$ cat src/rtl/hazard_if.sv
// Decode-side bundle between the ID stage and the hazard scoreboard.
// The decoder (master) presents the instruction in ID plus the pipeline
// controls. The scoreboard (slave) returns the stall, the forward selects
// and the stall counter.
interface hazard_if #(
  parameter int DEPTH = 3,
  parameter int RW    = 5,
  parameter int LAT_W = 2,
  parameter int CNT_W = 16
);
  localparam int FW = $clog2(DEPTH + 1);

  logic             id_valid;
  logic [RW-1:0]    id_rs;
  logic [RW-1:0]    id_rt;
  logic             id_use_rs;
  logic             id_use_rt;
  logic             id_wen;
  logic [RW-1:0]    id_wsel;
  logic [LAT_W-1:0] id_lat;
  logic             flush;
  logic             mem_wait;
  logic             stall;
  logic [FW-1:0]    fwd_a;
  logic [FW-1:0]    fwd_b;
  logic [CNT_W-1:0] stall_cnt;

  modport master (
    output id_valid, id_rs, id_rt, id_use_rs, id_use_rt,
    output id_wen, id_wsel, id_lat, flush, mem_wait,
    input  stall, fwd_a, fwd_b, stall_cnt
  );

  modport slave (
    input  id_valid, id_rs, id_rt, id_use_rs, id_use_rt,
    input  id_wen, id_wsel, id_lat, flush, mem_wait,
    output stall, fwd_a, fwd_b, stall_cnt
  );
endinterface

$ cat src/rtl/hazard_scoreboard.sv
// Forwarding/stall unit beside decode. Keeps a DEPTH-entry shift tracker of
// in-flight register writes (entry 0 = EX). Each entry carries a countdown
// of cycles until its result can be forwarded. Decode stalls on the
// youngest matching producer that is not ready yet. Otherwise it forwards
// from that entry, or reads the regfile when nothing matches.
module hazard_scoreboard #(
  parameter int DEPTH = 3,
  parameter int RW    = 5,
  parameter int LAT_W = 2,
  parameter int CNT_W = 16
) (
  input  logic     clk,
  input  logic     rst,
  hazard_if.slave  bus
);
  localparam int FW = $clog2(DEPTH + 1);

  logic [DEPTH-1:0] vld_q, vld_d;
  logic [DEPTH-1:0] wen_q, wen_d;
  logic [RW-1:0]    wsel_q [DEPTH];
  logic [RW-1:0]    wsel_d [DEPTH];
  logic [LAT_W-1:0] rem_q  [DEPTH];
  logic [LAT_W-1:0] rem_d  [DEPTH];
  logic [CNT_W-1:0] cnt_q, cnt_d;

  logic             haz_a, haz_b;
  logic             stall;
  logic             push;
  logic [FW-1:0]    fwd_a, fwd_b;

  // Countdown that parks at zero once the result is forwardable.
  function automatic logic [LAT_W-1:0] rem_dec(input logic [LAT_W-1:0] r);
    return (r == '0) ? '0 : r - 1'b1;
  endfunction

  // Performance counter increment that sticks at all-ones instead of wrapping.
  function automatic logic [CNT_W-1:0] sat_inc(input logic [CNT_W-1:0] c);
    return (&c) ? c : c + 1'b1;
  endfunction

  // Youngest-match search. The scan runs oldest to youngest, so the lowest
  // matching index overwrites the older ones. Reg 0 and unused sources
  // never match.
  function automatic void lookup(input  logic [RW-1:0] r,
                                 input  logic          rd,
                                 output logic [FW-1:0] fwd,
                                 output logic          haz);
    fwd = '0;
    haz = 1'b0;
    for (int i = DEPTH - 1; i >= 0; i--) begin
      if (vld_q[i] && wen_q[i] && (wsel_q[i] == r) && (r != '0) && rd) begin
        haz = (rem_q[i] != '0);
        fwd = haz ? '0 : FW'(i + 1);
      end
    end
  endfunction

  // Combinational forward select and stall for the instruction in ID.
  always_comb begin
    lookup(bus.id_rs, bus.id_use_rs, fwd_a, haz_a);
    lookup(bus.id_rt, bus.id_use_rt, fwd_b, haz_b);
    stall = bus.id_valid && !bus.flush && (haz_a || haz_b);
    push  = bus.id_valid && !stall && !bus.flush;
  end

  assign bus.stall     = stall;
  assign bus.fwd_a     = fwd_a;
  assign bus.fwd_b     = fwd_b;
  assign bus.stall_cnt = cnt_q;

  // Tracker advance: shift toward writeback with countdown, push the ID
  // instruction or a bubble into entry 0. Everything freezes on mem_wait,
  // and a flush that arrives during mem_wait is deliberately lost.
  always_comb begin
    vld_d  = vld_q;
    wen_d  = wen_q;
    wsel_d = wsel_q;
    rem_d  = rem_q;
    cnt_d  = cnt_q;
    if (!bus.mem_wait) begin
      for (int i = 1; i < DEPTH; i++) begin
        vld_d[i]  = vld_q[i-1];
        wen_d[i]  = wen_q[i-1];
        wsel_d[i] = wsel_q[i-1];
        rem_d[i]  = rem_dec(rem_q[i-1]);
      end
      vld_d[0]  = push;
      wen_d[0]  = bus.id_wen;
      wsel_d[0] = bus.id_wsel;
      rem_d[0]  = bus.id_lat;
      if (stall) begin
        cnt_d = sat_inc(cnt_q);
      end
    end
  end

  // State registers. Reset wins over mem_wait and clears every entry.
  always_ff @(posedge clk) begin
    if (rst) begin
      vld_q <= '0;
      wen_q <= '0;
      cnt_q <= '0;
      for (int i = 0; i < DEPTH; i++) begin
        wsel_q[i] <= '0;
        rem_q[i]  <= '0;
      end
    end else begin
      vld_q  <= vld_d;
      wen_q  <= wen_d;
      wsel_q <= wsel_d;
      rem_q  <= rem_d;
      cnt_q  <= cnt_d;
    end
  end
endmodule
$ cat src/flat_wrapper.sv
// flat-port wrapper written by rule: the top's interface ports become plain ports
module hazard_scoreboard_flat 
#(
  parameter int DEPTH = 3,
  parameter int RW    = 5,
  parameter int LAT_W = 2,
  parameter int CNT_W = 16
)
  (clk, rst, bus_id_valid, bus_id_rs, bus_id_rt, bus_id_use_rs, bus_id_use_rt, bus_id_wen, bus_id_wsel, bus_id_lat, bus_flush, bus_mem_wait, bus_stall, bus_fwd_a, bus_fwd_b, bus_stall_cnt);
  hazard_if #(.DEPTH(DEPTH), .RW(RW), .LAT_W(LAT_W), .CNT_W(CNT_W)) bus_i ();
  input  logic clk;
  input  logic rst;
  input wire logic [$bits(bus_i.id_valid)-1:0] bus_id_valid;
  input wire logic [$bits(bus_i.id_rs)-1:0] bus_id_rs;
  input wire logic [$bits(bus_i.id_rt)-1:0] bus_id_rt;
  input wire logic [$bits(bus_i.id_use_rs)-1:0] bus_id_use_rs;
  input wire logic [$bits(bus_i.id_use_rt)-1:0] bus_id_use_rt;
  input wire logic [$bits(bus_i.id_wen)-1:0] bus_id_wen;
  input wire logic [$bits(bus_i.id_wsel)-1:0] bus_id_wsel;
  input wire logic [$bits(bus_i.id_lat)-1:0] bus_id_lat;
  input wire logic [$bits(bus_i.flush)-1:0] bus_flush;
  input wire logic [$bits(bus_i.mem_wait)-1:0] bus_mem_wait;
  output wire logic [$bits(bus_i.stall)-1:0] bus_stall;
  output wire logic [$bits(bus_i.fwd_a)-1:0] bus_fwd_a;
  output wire logic [$bits(bus_i.fwd_b)-1:0] bus_fwd_b;
  output wire logic [$bits(bus_i.stall_cnt)-1:0] bus_stall_cnt;
  assign bus_i.id_valid = bus_id_valid;
  assign bus_i.id_rs = bus_id_rs;
  assign bus_i.id_rt = bus_id_rt;
  assign bus_i.id_use_rs = bus_id_use_rs;
  assign bus_i.id_use_rt = bus_id_use_rt;
  assign bus_i.id_wen = bus_id_wen;
  assign bus_i.id_wsel = bus_id_wsel;
  assign bus_i.id_lat = bus_id_lat;
  assign bus_i.flush = bus_flush;
  assign bus_i.mem_wait = bus_mem_wait;
  assign bus_stall = bus_i.stall;
  assign bus_fwd_a = bus_i.fwd_a;
  assign bus_fwd_b = bus_i.fwd_b;
  assign bus_stall_cnt = bus_i.stall_cnt;
  hazard_scoreboard #(.DEPTH(DEPTH), .RW(RW), .LAT_W(LAT_W), .CNT_W(CNT_W)) u_core (.clk(clk), .rst(rst), .bus(bus_i));
endmodule
$ cat config.mk
export PLATFORM = sky130hd
export DESIGN_NAME = hazard_scoreboard_flat
export DESIGN_NICKNAME = d
export VERILOG_FILES = /design/src/rtl/hazard_if.sv /design/src/rtl/hazard_scoreboard.sv /design/src/flat_wrapper.sv
export SDC_FILE = /design/constraint.sdc
export NUM_CORES = 1
export LEC_CHECK = 0
export ABC_AREA = 1
export CORE_MARGIN = 2
export CORE_UTILIZATION = 51
export CTS_BUF_LIST = sky130_fd_sc_hd__clkbuf_4
export CTS_CLUSTER_DIAMETER = 120
export DETAILED_ROUTE_END_ITERATION = 8
export PLACE_DENSITY = 0.84
export SYNTH_ARGS = -nofsm -noshare
export SYNTH_HDL_FRONTEND = slang
export SYNTH_SLANG_ARGS = --single-unit
$ cat constraint.sdc
create_clock -name clk -period 4.3 [get_ports clk]
set_input_delay 0.86 -clock clk [delete_from_list [all_inputs] [get_ports clk]]
set_output_delay 0.86 -clock clk [all_outputs]
set_load 0.02 [all_outputs]
==> run_results.csv <==
group,metric,value,unit
global_route,antenna_found_initial,0,
worst_setup_path,critPathMaxFanout,5,
route,routed.top_layer,"met4",
floorplan,row_count,26,
route,ant_nets,0,
synthesis,synth_top_area_frac,0.3112,
placed_design,port_buffers,45,
sta,fin_ws,0.3075,ns
cells_and_area,final_cell_mix,"nand2_1 (134), nor2_1 (75), inv_1 (47)",
synthesis,netlist_area,2766,um2
route,via_per_inst,5.119,
placed_design,place_area,3247,um2
sta,tightest_slew,0.9739,ns
power_and_ir_drop,p_leak,1.451,nW
route,firstDrtPassIters,4,
route,drtIter0Drc,198,
sta,skew,0.008177,ns
floorplan,core,5172,um2
synthesis,yosys.area.top_type,"dfxtp_1",
clock_network,htreeDepth,2,
route,finalWirelength,7083,um
cells_and_area,final_net_count,518,
worst_hold_path,holdPathStages,2,
clock_network,cts_tree,"done",
sta,finalCriticalPeriod,3.992,ns
route,vias,2882,
global_route,grt_pass1_vias,2630,
route,avgRoutedWirePerCell,12.58,um
worst_setup_path,crit_type,"input pin to output port",
synthesis,synth-seq-cells,43,
sta,rsz0062_at_grt,"no",
sta,fmax,250.5,MHz
floorplan,io_pins,46,
clock_network,cts-resized-gates,0,
synthesis,synthCells,450,
synthesis,yosys_warnings,0,
sta,tns,0,ns
global_route,grt_pass1_wl,12190,um
cells_and_area,areaGrowthSynthToFinish,20.26,%
cells_and_area,post_route_cells_drive_above_1_share,0.08114,
global_route,overflow,0,
global_route,grt_start_max_net_pins,38,
worst_setup_path,worst_setup_path_start_kind,"input pin",
sta,finalHoldViolCount,0,
run_status,status,"completed",
synthesis,netlist_top_cells_area,"dfxtp_1 (31%), nand2_1 (18%), nor2_1 (10%)",
clock_network,clk_latency,0.37,ns
floorplan,dieArea,6030,um2
worst_setup_path,cp.arrival,3.13,ns
worst_setup_path,reg2regPathDepth,14,
power_and_ir_drop,power_density,248.3,nW/um2
floorplan,initial_core_util,0.5348,
placed_design,dp_hpwl,5179,um
power_and_ir_drop,ir_worst_vdd,0.1737,mV
worst_hold_path,min-delay-path-class,"flip-flop to flip-flop",
floorplan,die_y,77.65,um
flow_run,drv_cap,0,
synthesis,synth.distinct_cells,30,
clock_network,postCtsSetupRepairBufs,0,
floorplan,die_x,77.65,um
sta,relSlewSlack,0.3500,
route,wl_met1,3434,um
clock_network,cts_root_buffer,"clkbuf_4",
sta,setup_viol,0,
route,met3_length,375,um
worst_setup_path,r2r_setup_slack,2.25,ns
clock_network,cts_sinks,43,
placed_design,globalplace.congestion,0.9329,
cells_and_area,antenna_cells,0,
clock_network,ctsLongestPathBuffers,2,
cells_and_area,final_common_cell,"nand2_1",
clock_network,ctsHoldBuffers,0,
global_route,grt.total_usage,0.2454,
route,wl_met2,3192,um
clock_network,path_clk_slew,0.14,ns
route,drc_errors,0,
sta,period_share,0.9285,
synthesis,ys_seq_area_frac,0.3112,
synthesis,syn_nets,476,
sta,drv_slew,0,
worst_setup_path,crit_required,3.44,ns
cells_and_area,nFillCells,475,
cells_and_area,final_cell_area,3327,um2
clock_network,cts_buffers,5,
placed_design,place_ws,0.3312,ns
synthesis,avgSynthCellArea,6.148,um2
worst_hold_path,min_from,"u_core.rem_q[1]",
worst_setup_path,end_kind,"output port",
worst_setup_path,reg2reg_from,"u_core.wsel_q[0]",
worst_setup_path,critPathLaunch,"bus_id_rs[0]",
## area by class of cell
class	instances	area (um2)	share of cell area
multi-input cells	337	1612	0.4844
flip-flops and latches	43	860.8	0.2587
repair buffers	48	473.0	0.1422
inverters	57	214.0	0.06431
well taps	70	87.58	0.02633
clock inverters	3	42.54	0.01279
clock buffers	5	37.54	0.01128
## worst max-delay path, cell delays in order
cell and delay [ns]:
clkdlybuf4s50_1 0.60, inv_1 0.07, nand2_1 0.06, nand2_1 0.05, nor2_1 0.14, nand2_1 0.10, nor2_2 0.14, nand3_1 0.10
nand2_1 0.08, nand2_2 0.06, nand2_4 0.07, inv_2 0.03, nor3_1 0.12, clkdlybuf4s50_1 0.63
## power by group
| group | switching (mW) | internal [mW] |
|---|---|---|
| registers | 0.0152 | 0.413 |
| logic | 0.0747 | 0.0531 |
| clock network | 0.147 | 0.123 |
## Yosys cell counts
cell type	n
a21oi_4	1
ha_1	1
inv_1	47
nand3_2	6
nor2_1	75
inv_2	9
nor2_4	2
o21ai_0	22
a21oi_2	1
nor3_4	1
clkbuf_1	7
dfxtp_1	43
clkinv_1	1
nand3b_1	2
a41oi_1	1
nand3_1	18
nor2_2	4
a21oi_1	24
nor3_1	3
buf_12	1
a22oi_1	1
nand2_2	5
nand2_4	1
xnor2_1	13
nand2_1	134
buf_6	2
nand4_1	19
buf_1	3
nor4_1	1
xor2_1	2
## cells by family after synthesis
kind of cell,after synthesis,synth area share
AND/OR/NAND/NOR,271,0.4324
buffers and inverters,70,0.1063
AO/OA/AOI/OAI,50,0.09815
XOR/XNOR,15,0.04749
adder cells (fa/ha/maj),1,0.004522
flip-flops,43,0.3112
## metal layers
metal | global-route usage | up-vias
met1 | 0.3437 | 1288
met3 | 0.03140 | 7
met4 | 0.07679 | 0
met5 | 0 | -
met2 | 0.3914 | 88
li1 | - | 1499
## sequential cells by signal, indices dropped and copies added, names as in the netlist
signal / count
u_core.wen_q: 3
u_core.bus.stall_cnt: 16
u_core.wsel_q: 15
u_core.rem_q: 6
u_core.vld_q: 3
## metrics by stage
stage / std cells / util / hold WS (ns) / power [mW]
2_1_floorplan: 450 / - / 0.4453 / 0.5122
3_3_place_gp: 555 / 0.6277 / 0.4523 / 0.5610
3_5_place_dp: 555 / 0.6277 / 0.4583 / 0.5623
4_1_cts: 563 / 0.6432 / 0.4773 / 0.8286
5_1_grt: 563 / 0.6432 / 0.5107 / 0.8629
6_report: 563 / 0.6432 / 0.4775 / 0.8261
## final timing paths
path | end
setup / recovery | bus_stall
hold reg to reg | u_core.rem_q[1]
setup reg to reg | u_core.bus.stall_cnt[5]
hold / removal | u_core.rem_q[1]
No activity file was read; power rests on OpenSTA's default activity.
